### config.mk
export PLATFORM = sky130hd
export DESIGN_NAME = pc_fetch_seq
export DESIGN_NICKNAME = d
export VERILOG_FILES = /design/src/rtl/pc_fetch_seq.sv
export SDC_FILE = /design/constraint.sdc
export NUM_CORES = 1
export LEC_CHECK = 0
export BUFFER_PORTS_ARGS = -buffer_cell sky130_fd_sc_hd__clkbuf_2
export CAP_MARGIN = 30
export CORE_MARGIN = 8
export CORE_UTILIZATION = 25
export DETAILED_ROUTE_END_ITERATION = 10
export SYNTH_ARGS = -nofsm -noshare
export SYNTH_HDL_FRONTEND = slang
export SYNTH_SLANG_ARGS = --single-unit
### constraint.sdc
create_clock -name clk -period 4.1 [get_ports clk]
set_input_delay 0.205 -clock clk [delete_from_list [all_inputs] [get_ports clk]]
set_output_delay 0.205 -clock clk [all_outputs]
set_load 0.02 [all_outputs]
### src/rtl/pc_fetch_seq.sv
// Program counter and instruction-fetch request stage with queued redirects.
// Optional fetch counter port enabled by defining PC_FETCH_COUNT_EN.
module pc_fetch_seq #(
  parameter int               WIDTH     = 32,
  parameter logic [WIDTH-1:0] RESET_VEC = '0,
  parameter int               STEP      = 4
) (
  input  logic             clk,
  input  logic             rst,
  input  logic             en,
  input  logic             branch,
  input  logic [WIDTH-1:0] branch_tgt,
  input  logic             jump,
  input  logic [WIDTH-1:0] jump_tgt,
  output logic             req_valid,
  input  logic             req_ready,
  output logic [WIDTH-1:0] pc,
  output logic [WIDTH-1:0] pc_plus,
`ifdef PC_FETCH_COUNT_EN
  output logic [31:0]      fetch_cnt,
`endif
  output logic             err
);

  typedef enum logic [1:0] {IDLE, ISSUE, ERR} state_t;

  localparam logic [WIDTH-1:0] STEP_W     = WIDTH'(STEP);
  localparam logic [WIDTH-1:0] ALIGN_MASK = WIDTH'(STEP - 1);

  state_t           state;
  logic             pendV;
  logic [WIDTH-1:0] pendA;
  logic [WIDTH-1:0] tgt;
  logic             redir;
  logic             misAligned;

  assign tgt        = jump ? jump_tgt : branch_tgt;
  assign redir      = jump | branch;
  assign misAligned = |(tgt & ALIGN_MASK);
  assign pc_plus    = pc + STEP_W;

  always_ff @(posedge clk) begin
    if (rst) begin
      state     <= IDLE;
      pc        <= RESET_VEC;
      req_valid <= 1'b0;
      err       <= 1'b0;
      pendV     <= 1'b0;
      pendA     <= '0;
`ifdef PC_FETCH_COUNT_EN
      fetch_cnt <= '0;
`endif
    end else begin
      case (state)
        IDLE: begin
          if (redir && misAligned) begin
            err       <= 1'b1;
            state     <= ERR;
            req_valid <= 1'b0;
          end else begin
            if (redir) begin
              pc    <= tgt;
              pendV <= 1'b0;
            end
            if (en) begin
              state     <= ISSUE;
              req_valid <= 1'b1;
            end
          end
        end
        ISSUE: begin
`ifdef PC_FETCH_COUNT_EN
          if (req_ready) fetch_cnt <= fetch_cnt + 32'd1;
`endif
          // A misaligned redirect still lets a same-cycle accept complete, but pc stays put.
          if (redir && misAligned) begin
            err       <= 1'b1;
            state     <= ERR;
            req_valid <= 1'b0;
          end else if (req_ready) begin
            if (redir)      pc <= tgt;
            else if (pendV) pc <= pendA;
            else            pc <= pc_plus;
            pendV <= 1'b0;
            if (!en) begin
              state     <= IDLE;
              req_valid <= 1'b0;
            end
          end else if (redir) begin
            pendV <= 1'b1;
            pendA <= tgt;
          end
        end
        ERR: begin
          req_valid <= 1'b0;
        end
        default: begin
          state     <= IDLE;
          req_valid <= 1'b0;
        end
      endcase
    end
  end

endmodule

==> impl_metrics.json <==
{
  "core_area_mm2": 0.0165,
  "grt_first_pass_wirelength_um": 23100,
  "ys_ff_latch": 69,
  "cts.hold.buffers_added": 0,
  "drtAntennaViolNets": 0,
  "synth_common_cells": "69 x dfxtp_1, 68 x nor2_1, 44 x a21oi_1",
  "start_util_pct": 25.4,
  "clock_path_buffers": 2,
  "layout-drive-gt1-share_pct": 27.6,
  "status": "complete, no violations",
  "chipWidth_um": 145,
  "synthMostInstantiatedCell": "dfxtp_1",
  "timing.max_slew.rel_slack_pct": 46.6,
  "post-route-drc-count": 0,
  "num_vias": 4335,
  "synth.net_count": 603,
  "setup_viol": 0,
  "critical_path.max_stage_delay_ns": 0.66,
  "rr_endpoint": "pc[29]",
  "cp_slowest_cell": "or4_4",
  "post_synth_instance_area_mm2": 0.00419,
  "path_buf_inv": 1,
  "post-route-min-period_ns": 2.82,
  "unrepaired_setup_endpoints_after_global_routing": "no",
  "timing.critical_path.cells": "nand4_2 -> or4_4 -> nor3_4 -> and3_1 -> xor2_1 -> clkbuf_2",
  "post-cts-setup-buffers": 0,
  "clock_tree_root_driver_cell": "clkbuf_16",
  "first_global_vias": 4177,
  "place_congestion": 0.745,
  "synth.avg_cell_area_um2": 7.87,
  "power.ir.vdd_worst_mv": 0.182,
  "filler_cell_count": 1803,
  "p_per_area_mw_per_mm2": 354,
  "setup_tns_final_ns": 0,
  "rows": 47,
  "drt-pass1-iter-count": 5,
  "instances_no_fill": 868,
  "synthesized_area_fraction_occupied_by_adder_cells_pct": 0.299,
  "synthDominantCellAreaShare_pct": 33.0,
  "syn2layout_area_growth_pct": 26.6,
  "synth_largest_area_cell": "dfxtp_1",
  "cp_data_required_time_ns": 3.89,
  "synth_compound_area_share_pct": 20.2,
  "skew_ns": 0.00844,
  "maximum_number_of_pins_on_one_net_before_global_route_repair": 59,
  "place_hpwl_um": 10400,
  "post_synth_mux_area_share_pct": 11.3,
  "post_cts_resize_count": 0,
  "worst_path_dominant_cell_family": "simple AND/OR/NAND/NOR gates",
  "path_depth": 6,
  "grt_antenna_before_repair": 0,
  "clk_pin_slew_ns": 0.06,
  "tritoncts_clock_tree": "done",
  "design.die.area_mm2": 0.0211,
  "timing.critical_path.to": "pc_plus[25]",
  "top_level_ports": 136,
  "layout_worst_path_cycle_share_pct": 68.8,
  "yosysSeqAreaShare_pct": 33.0,
  "clock-sinks": 69,
  "rrSetupSlack_ns": 1.54,
  "synth_cell_type_count": 57,
  "clock_tree.htree_level_count": 3,
  "worstHoldPathType": "input port to flip-flop",
  "synth_top_family_by_area": "simple AND/OR/NAND/NOR gates",
  "syn_inst_count": 532,
  "power.static_leakage_nw": 2.15,
  "overall_die_height_um": 145,
  "cell_count_of_the_worst_reg_to_reg_path": 6,
  "clkLatencyLatePin_ns": 0.34,
  "groute.usage.overall_pct": 13.5,
  "worst_setup_path_start_kind": "flip-flop",
  "max_freq_ghz": 0.354,
  "startpoint": "pc[10]",
  "setup.worst_path.end_class": "output pin",
  "grt_overflow_total": 0,
  "synth_enable_flop_cells": 0,
  "critPathArrivalTime_ns": 2.62,
  "via_per_inst": 4.99,
  "placed_cells": 852,
  "insertedDiodeCount": 0,
  "asyncSetResetFlopFracSynth_pct": 0,
  "post_drt_wl_per_cell_um": 16.5,
  "final_count_of_pins_violating_max_slew": 0,
  "drt_first_iter_violations": 289,
  "number_of_port_buffers": 135,
  "timing.rr.start": "pc[10]",
  "timing.critical_path.fanout_max": 9,
  "post_synth_xor_area_fraction_pct": 5.86,
  "totalWireLength_um": 14300,
  "cts_buffer_count": 9,
  "timing.max_cap.violations": 0,
  "synth-simple-area-share_pct": 24.3,
  "number_of_hold_violations_in_the_final_report": 0,
  "finalNetCount": 714,
  "yosys-top-cells-area": "dfxtp_1 33%, mux2i_1 8.8%, nor2_1 6.1%",
  "transition_time_of_the_tightest_slew_check_pin_ns": 0.798,
  "synth_ff_type": "dfxtp_1",
  "worst-setup-path-type": "flip-flop to output pin",
  "synthesis_warnings": 0
}
==> stage by stage <==
step / setup WS (ns) / total power, W / utilization [%] / area [um^2] / hold slack [ns]
2_1_floorplan: 1.56 / 0.00103 / - / 4190 / 0.376
3_3_place_gp: 1.41 / 0.00119 / 30.6 / 5050 / 0.464
3_5_place_dp: 1.33 / 0.00120 / 30.6 / 5050 / 0.467
4_1_cts: 1.23 / 0.00190 / 32.2 / 5300 / 0.140
5_1_grt: 1.11 / 0.00198 / 32.2 / 5300 / 0.173
6_report: 1.28 / 0.00187 / 32.2 / 5300 / 0.164
==> report_power, final <==
group | internal (W) | switching [W]
combinational | 0.000155 | 0.000256
sequential | 0.000706 | 0.0000593
clock | 0.000408 | 0.000290
total | 0.00127 | 0.000605
==> worst reg2reg max path, cell delays in order (launching register included) <==
cell     delay, ns
dfxtp_1       0.49
nand4_2       0.20
or4_4         0.66
nor3_4        0.32
nand2_2       0.14
or4b_1        0.51
a31oi_1       0.17
==> layer usage <==
metal	share of wire (%)	GRT usage [%]	vias to the layer above
met5	0	0	-
met4	1.5	5.15	0
met3	6.1	3.67	16
met2	45	20.3	154
met1	48	18.1	2003
li1	-	-	2162
==> flip-flops by register name, summed over array words and instances (netlist names) <==
signal and flops:
err 1, state 2, pendA 32, req_valid 1, pc 32, pendV 1
==> layout by cell type, fill, tap and decap left out, types with 2 or more instances in the layout <==
cell type	Yosys	layout
or2_2	3	3
nor3_1	30	29
nor3b_1	5	5
nand4_1	5	5
o22ai_1	5	5
nor4_1	7	7
nand3_1	25	25
nand2b_1	5	5
buf_4	2	10
mux2i_1	37	37
dfxtp_1	69	68
clkinv_2	0	2
nor4b_1	3	2
a31oi_1	5	5
nand2_1	20	20
o21ai_0	36	36
a21oi_1	44	44
clkbuf_2	0	135
o211ai_1	3	3
and2_1	3	3
clkbuf_16	0	9
nor2_1	68	68
and4_1	2	2
nor2b_1	6	6
a211oi_1	32	32
inv_1	6	6
mux2_2	9	9
clkbuf_1	37	5
and3_1	4	4
or3_1	2	2
xor2_1	14	14
xnor2_1	14	14
==> cell type report <==
cell class | count | area, um^2 | share of cell area, %
Multi-Input combinational cell | 411 | 2610 | 49.3
Sequential cell | 69 | 1380 | 26.1
Timing Repair Buffer | 145 | 751 | 14.2
Tap cell | 220 | 275 | 5.19
Clock buffer | 14 | 244 | 4.60
Inverter | 7 | 26.3 | 0.496
Clock inverter | 2 | 10.0 | 0.189
==> logic make-up after synthesis <==
kind of cell | after synthesis
buffers and inverters | 52
XOR/XNOR | 28
flip-flops | 69
multiplexers | 46
AND/OR/NAND/NOR | 197
adder cells (fa/ha/maj) | 1
AO/OA/AOI/OAI | 139
==> how the worst min path moves through the flow <==
stage	end	startpoint	slack [ns]	cells past startpoint
after floorplan	state[0]	en	0.38	2
after global placement	pendA[0]	pendA[0]	0.46	1
after detailed placement	pendA[0]	pendA[0]	0.47	1
after CTS	state[0]	en	0.14	3
after global routing	state[0]	en	0.17	3
final	state[0]	en	0.16	3
No activity file was read; power rests on OpenSTA's default activity.
